## config.mk

```make
export PLATFORM = sky130hd
export DESIGN_NAME = dfc_arbiter
export DESIGN_NICKNAME = d
export VERILOG_FILES = /design/src/rtl/dfc_arbiter.sv
export SDC_FILE = /design/constraint.sdc
export NUM_CORES = 1
export LEC_CHECK = 0
export CORE_ASPECT_RATIO = 1.4
export CORE_MARGIN = 2
export CORE_UTILIZATION = 46
export CTS_BUF_LIST = sky130_fd_sc_hd__clkbuf_8
export CTS_CLUSTER_SIZE = 14
export DETAILED_ROUTE_END_ITERATION = 12
export PLACE_DENSITY_LB_ADDON = 0.12
export SLEW_MARGIN = 20
export SYNTH_ARGS = -nofsm -noshare
export SYNTH_HDL_FRONTEND = slang
export SYNTH_SLANG_ARGS = --single-unit
export TNS_END_PERCENT = 1
```

## constraint.sdc

```tcl
create_clock -name clk -period 3.6 [get_ports clk]
set_input_delay 0.72 -clock clk [delete_from_list [all_inputs] [get_ports clk]]
set_output_delay 0.72 -clock clk [all_outputs]
set_load 0.02 [all_outputs]
```

## src/rtl/dfc_arbiter.sv

```systemverilog
// Round-robin front end that shares one 8-entry buffer/pairwise-sum unit between two
// requesters, tracking which requester owns the loaded data.
module dfc_arbiter #(
  parameter int LOAD_LEN = 8,
  parameter int READ_LEN = 4,
  parameter int TMO      = 16
) (
  input  logic       clk,
  input  logic       reset,
  input  logic       rq0_valid,
  input  logic [1:0] rq0_op,
  output logic       rq0_ready,
  output logic       rq0_dreq,
  input  logic [7:0] rq0_data,
  output logic       rs0_valid,
  output logic [8:0] rs0_data,
  output logic       rs0_last,
  output logic       rs0_err,
  input  logic       rq1_valid,
  input  logic [1:0] rq1_op,
  output logic       rq1_ready,
  output logic       rq1_dreq,
  input  logic [7:0] rq1_data,
  output logic       rs1_valid,
  output logic [8:0] rs1_data,
  output logic       rs1_last,
  output logic       rs1_err,
  output logic [1:0] dfc_cmd,
  output logic       dfc_cmd_valid,
  output logic [7:0] dfc_datain,
  input  logic [8:0] dfc_dataout,
  input  logic       dfc_output_valid,
  input  logic       dfc_busy
);

  localparam int CMAX = (LOAD_LEN > READ_LEN) ? LOAD_LEN : READ_LEN;
  localparam int CW   = $clog2(CMAX);
  localparam int TW   = $clog2(TMO);

  typedef enum logic [1:0] {ST_ARB, ST_LOAD, ST_DRAIN, ST_REJ} state_t;

  state_t          state_q, state_d;
  logic            gnt_q, gnt_d;
  logic            rr_last_q, rr_last_d;
  logic            owner_q, owner_d;
  logic            owner_vld_q, owner_vld_d;
  logic [CW-1:0]   cnt_q, cnt_d;
  logic [TW-1:0]   tmo_q, tmo_d;

  logic [1:0]      ready, dreq, rs_v, rs_l, rs_e;
  logic [8:0]      rs_d [2];
  logic [1:0]      cmd;
  logic            cmd_v;
  logic [7:0]      datain;

  logic            sel, any_req, illegal;
  logic [1:0]      sel_op;

  // Both requesting: the one that did not win last time goes first.
  always_comb begin
    any_req = rq0_valid | rq1_valid;
    if (rq0_valid && rq1_valid) sel = ~rr_last_q;
    else                        sel = rq1_valid;
    sel_op  = sel ? rq1_op : rq0_op;
    illegal = (sel_op == 2'd3) ||
              ((sel_op != 2'd0) && (!owner_vld_q || (owner_q != sel)));
  end

  always_comb begin
    state_d     = state_q;
    gnt_d       = gnt_q;
    rr_last_d   = rr_last_q;
    owner_d     = owner_q;
    owner_vld_d = owner_vld_q;
    cnt_d       = cnt_q;
    tmo_d       = tmo_q;
    ready       = '0;
    dreq        = '0;
    rs_v        = '0;
    rs_l        = '0;
    rs_e        = '0;
    rs_d[0]     = '0;
    rs_d[1]     = '0;
    cmd         = '0;
    cmd_v       = 1'b0;
    datain      = '0;

    unique case (state_q)
      ST_ARB: begin
        if (any_req) begin
          // Rejections never touch the unit, so they are not held off by busy.
          if (illegal) begin
            ready[sel] = 1'b1;
            gnt_d      = sel;
            rr_last_d  = sel;
            state_d    = ST_REJ;
          end else if (!dfc_busy) begin
            ready[sel] = 1'b1;
            cmd_v      = 1'b1;
            cmd        = sel_op;
            gnt_d      = sel;
            rr_last_d  = sel;
            cnt_d      = '0;
            tmo_d      = '0;
            if (sel_op == 2'd0) begin
              owner_vld_d = 1'b0;
              state_d     = ST_LOAD;
            end else begin
              state_d     = ST_DRAIN;
            end
          end
        end
      end

      ST_LOAD: begin
        dreq[gnt_q] = 1'b1;
        datain      = gnt_q ? rq1_data : rq0_data;
        cnt_d       = cnt_q + 1'b1;
        if (cnt_q == CW'(LOAD_LEN - 1)) begin
          owner_d     = gnt_q;
          owner_vld_d = 1'b1;
          state_d     = ST_ARB;
        end
      end

      ST_DRAIN: begin
        tmo_d = tmo_q + 1'b1;
        if (dfc_output_valid && (cnt_q == CW'(READ_LEN - 1))) begin
          rs_v[gnt_q] = 1'b1;
          rs_d[gnt_q] = dfc_dataout;
          rs_l[gnt_q] = 1'b1;
          state_d     = ST_ARB;
        end else if (tmo_q == TW'(TMO - 1)) begin
          rs_v[gnt_q] = 1'b1;
          rs_e[gnt_q] = 1'b1;
          rs_l[gnt_q] = 1'b1;
          state_d     = ST_ARB;
        end else if (dfc_output_valid) begin
          rs_v[gnt_q] = 1'b1;
          rs_d[gnt_q] = dfc_dataout;
          cnt_d       = cnt_q + 1'b1;
        end
      end

      ST_REJ: begin
        rs_v[gnt_q] = 1'b1;
        rs_e[gnt_q] = 1'b1;
        rs_l[gnt_q] = 1'b1;
        state_d     = ST_ARB;
      end

      default: state_d = ST_ARB;
    endcase

    // Outputs are forced quiet while reset is held, whatever state is registered.
    if (reset) begin
      ready   = '0;
      dreq    = '0;
      rs_v    = '0;
      rs_l    = '0;
      rs_e    = '0;
      rs_d[0] = '0;
      rs_d[1] = '0;
      cmd     = '0;
      cmd_v   = 1'b0;
      datain  = '0;
    end
  end

  always_ff @(posedge clk) begin
    if (reset) begin
      state_q     <= ST_ARB;
      gnt_q       <= 1'b0;
      rr_last_q   <= 1'b1;
      owner_q     <= 1'b0;
      owner_vld_q <= 1'b0;
      cnt_q       <= '0;
      tmo_q       <= '0;
    end else begin
      state_q     <= state_d;
      gnt_q       <= gnt_d;
      rr_last_q   <= rr_last_d;
      owner_q     <= owner_d;
      owner_vld_q <= owner_vld_d;
      cnt_q       <= cnt_d;
      tmo_q       <= tmo_d;
    end
  end

  assign rq0_ready     = ready[0];
  assign rq1_ready     = ready[1];
  assign rq0_dreq      = dreq[0];
  assign rq1_dreq      = dreq[1];
  assign rs0_valid     = rs_v[0];
  assign rs1_valid     = rs_v[1];
  assign rs0_last      = rs_l[0];
  assign rs1_last      = rs_l[1];
  assign rs0_err       = rs_e[0];
  assign rs1_err       = rs_e[1];
  assign rs0_data      = rs_d[0];
  assign rs1_data      = rs_d[1];
  assign dfc_cmd       = cmd;
  assign dfc_cmd_valid = cmd_v;
  assign dfc_datain    = datain;

endmodule

```

==> flow_metrics.py <==
metrics = {
    "worst_setup_path": {
        "worstPathCellList": "clkdlybuf4s50_1 > a21boi_4 > a311o_1 > nand3_4 > nor3_1 > clkdlybuf4s50_1",
        "worstSetupStartpoint": "rq1_valid",
        "crit_family": "buffers and inverters",
        "crit_type": "in -> out",
        "worstSetupEndpointType": "output port",
        "cp_num_buf_inv": 2,
        "path_max_fanout": 8,
        "regToRegSetupSlack_ns": 1.39,
        "rr_endpoint": "cnt_q[0]",
        "r2r_cells": 6,
        "timing.critical_path.to": "dfc_cmd[0]",
        "worst_path_most_repeated_cell": "clkdlybuf4s50_1",
        "crit-reg2reg-launch": "state_q[0]",
        "cp-start-kind": "input port",
        "cp_slowest_stage_delay_ns": 0.63,
        "arrival_ns": 2.69,
        "crit_required_ns": 2.88,
        "slowest_stage": "clkdlybuf4s50_1",
        "cp.depth": 6,
    },
    "floorplanning": {
        "dieArea_sq_mm": 0.00381,
        "initial_core_util_pct": 48.6,
        "die_w_um": 52.8,
        "die_h_um": 72.3,
        "fp-row-count": 24,
        "io_pins": 74,
        "coreArea_sq_mm": 0.00315,
    },
    "logic_synthesis": {
        "synth_cells": 210,
        "yosys.area.top_type_share_pct": 17.0,
        "ys_async_sr_fraction_pct": 0,
        "ys_ff_latch": 13,
        "synth.largest_area_cell": "dfxtp_1",
        "synthFlopType": "dfxtp_1",
        "syn-mean-instance-area_sq_um": 7.29,
        "yosys_warnings": 0,
        "synth_nets": 253,
        "ys_seq_area_share_pct": 17.0,
        "synth_edf_count": 0,
        "syn_area_sq_mm": 0.00153,
        "yosysUniqueCellTypes": 54,
        "synth_area_leaders": "dfxtp_1 17%, nor2_1 8.6%, nand2_1 8.1%",
        "yosysMostFrequentCell": "nor2_1",
        "synthTopCellsByCount": "35 x nor2_1, 33 x nand2_1, 13 x dfxtp_1",
    },
    "placed_design": {
        "place_hpwl_um": 4220,
        "place_area_sq_mm": 0.00236,
        "place_ws_ns": 0.0726,
        "place.gp.congestion": 0.884,
        "port_buffers": 73,
    },
    "global_routing": {
        "track_usage_pct": 29.0,
        "antenna_found_initial": 0,
        "grt_pass1_wl_um": 8440,
        "grt_pass1_vias": 1892,
        "grt_start_max_net_pins": 29,
        "grt_overflow": 0,
    },
    "clock_network": {
        "cts.sinks": 13,
        "clockBufferDepth": 2,
        "postCtsSetupBuffers": 0,
        "ctsRootBufferMaster": "clkbuf_8",
        "numCtsBuffers": 3,
        "tritoncts": "done",
        "insertion_delay_ns": 0.25,
        "clk_pin_slew_ns": 0.06,
        "htreeDepth": 1,
    },
    "detailed_routing": {
        "vias_per_cell": 5.79,
        "wirelength_um": 5310,
        "drc": 0,
        "ant_nets": 0,
        "wl_per_cell_um": 16.1,
        "drtPass1Iterations": 4,
        "vias": 1906,
        "drtIter0Drc": 64,
    },
    "layout": {
        "design_area_sq_mm": 0.00241,
        "fill_cells": 252,
        "diodes": 0,
        "area_growth_pct": 57.4,
        "nets": 334,
        "drive_above_1_share_pct": 10.3,
    },
    "timing": {
        "final_hold_viol_count": 0,
        "fmax_mhz": 293,
        "rsz0062_at_grt": "no",
        "final.setup.tns_ns": 0,
        "setup_violations": 0,
        "worst_slew_pin_slew_ns": 0.735,
        "finalCritPeriodShare_pct": 94.7,
        "slew_violations": 0,
        "hold_ws_ns": 0.509,
        "max-slew-margin-rel_pct": 51.0,
        "finalWorstSetupSlack_ns": 0.192,
        "fin_crit_ns": 3.41,
        "finalClockSkew_ns": 0.00479,
    },
    "hold_path": {
        "hp-class": "reg -> reg",
        "hold-path-cell-count": 2,
    },
    "status": {
        "status": "complete, no violations",
    },
    "flow_run": {
        "drv_cap": 0,
    },
    "power": {
        "peakVddDrop_v": 0.000279,
        "total_power_uw": 995,
        "cellPowerDensity_mw_per_mm2": 413,
        "leakage_uw": 0.000894,
    },
}
==> tightest hold or removal path: stages, from the launching register on <==
cell and delay [ns]:
dfxtp_1 0.34, nand2_1 0.07, a21oi_1 0.06
==> sequential cells by signal, indices dropped and copies added (netlist names) <==
register / cells
owner_vld_q: 1
cnt_q: 3
rr_last_q: 1
state_q: 2
owner_q: 1
gnt_q: 1
tmo_q: 4
==> where the power goes <==
group	total, uW	internal, uW	switching, uW
clock	135	75.5	59.8
combinational	655	282	373
sequential	205	171	34.0
==> cell type report <==
type | count | area (sq um) | share of cell area, %
clock inverter | 1 | 3.75 | 0.156
inverter | 11 | 41.3 | 1.71
timing repair buffer | 87 | 838 | 34.8
sequential | 13 | 260 | 10.8
clock buffer | 3 | 41.3 | 1.71
multi-input combinational | 175 | 1180 | 48.8
tap | 39 | 48.8 | 2.02
==> metrics by stage <==
| step | util [%] | std cells |
|---|---|---|
| after floorplan | - | 210 |
| after global placement | 75.0 | 325 |
| after global routing | 76.5 | 329 |
| final | 76.5 | 329 |
| after detailed placement | 75.0 | 325 |
| after CTS | 76.4 | 329 |
==> worst min path at each step <==
stage,startpoint,end
finish,owner_q,owner_q
global route,owner_q,owner_q
CTS,owner_q,owner_q
detailed placement,owner_q,owner_q
global placement,state_q[1],state_q[1]
floorplan,owner_q,owner_q
==> repair_timing <==
action                     in CTS  in global routing
resized for setup               0                  1
hold buffers                    0                  0
setup endpoints to repair       0                  1
==> layer usage <==
layer  wire length (um)  global-route usage, %  vias up
met5                  0                      0        -
met4                114                   11.4        0
met3                294                   5.76       12
met2               2980                   55.4       72
met1               1920                   29.4      887
li1                   -                      -      935
==> cells by family (layout without fill, tap and decap cells) <==
group / count (synthesis) / in the layout / share of synthesized area [%]
AO/OA/AOI/OAI: 52 / 52 / 30.7
AND/OR/NAND/NOR: 106 / 106 / 33.8
XOR/XNOR: 1 / 1 / 0.572
adder cells (fa/ha/maj): 8 / 8 / 6.54
flip-flops: 13 / 13 / 17.0
buffers and inverters: 22 / 102 / 6.13
multiplexers: 8 / 8 / 5.23
==> cells in the final DEF (no fill, tap or decap), drive strengths merged, types with 2 or more instances in the layout <==
master,n
clkdlybuf4s50,72
nor2,35
nand2,33
buf,14
dfxtp,13
inv,12
nor3,10
mux2i,8
a22o,8
ha,8
a311o,6
nor2b,5
nor4b,5
nand3,5
o311ai,5
a21oi,4
a311oi,4
o211ai,3
nand4,3
clkbuf,3
o21a,3
o21ai,3
a31oi,2
o2111ai,2
o22ai,2
nand2b,2
Power figures use the tool's default switching activity.
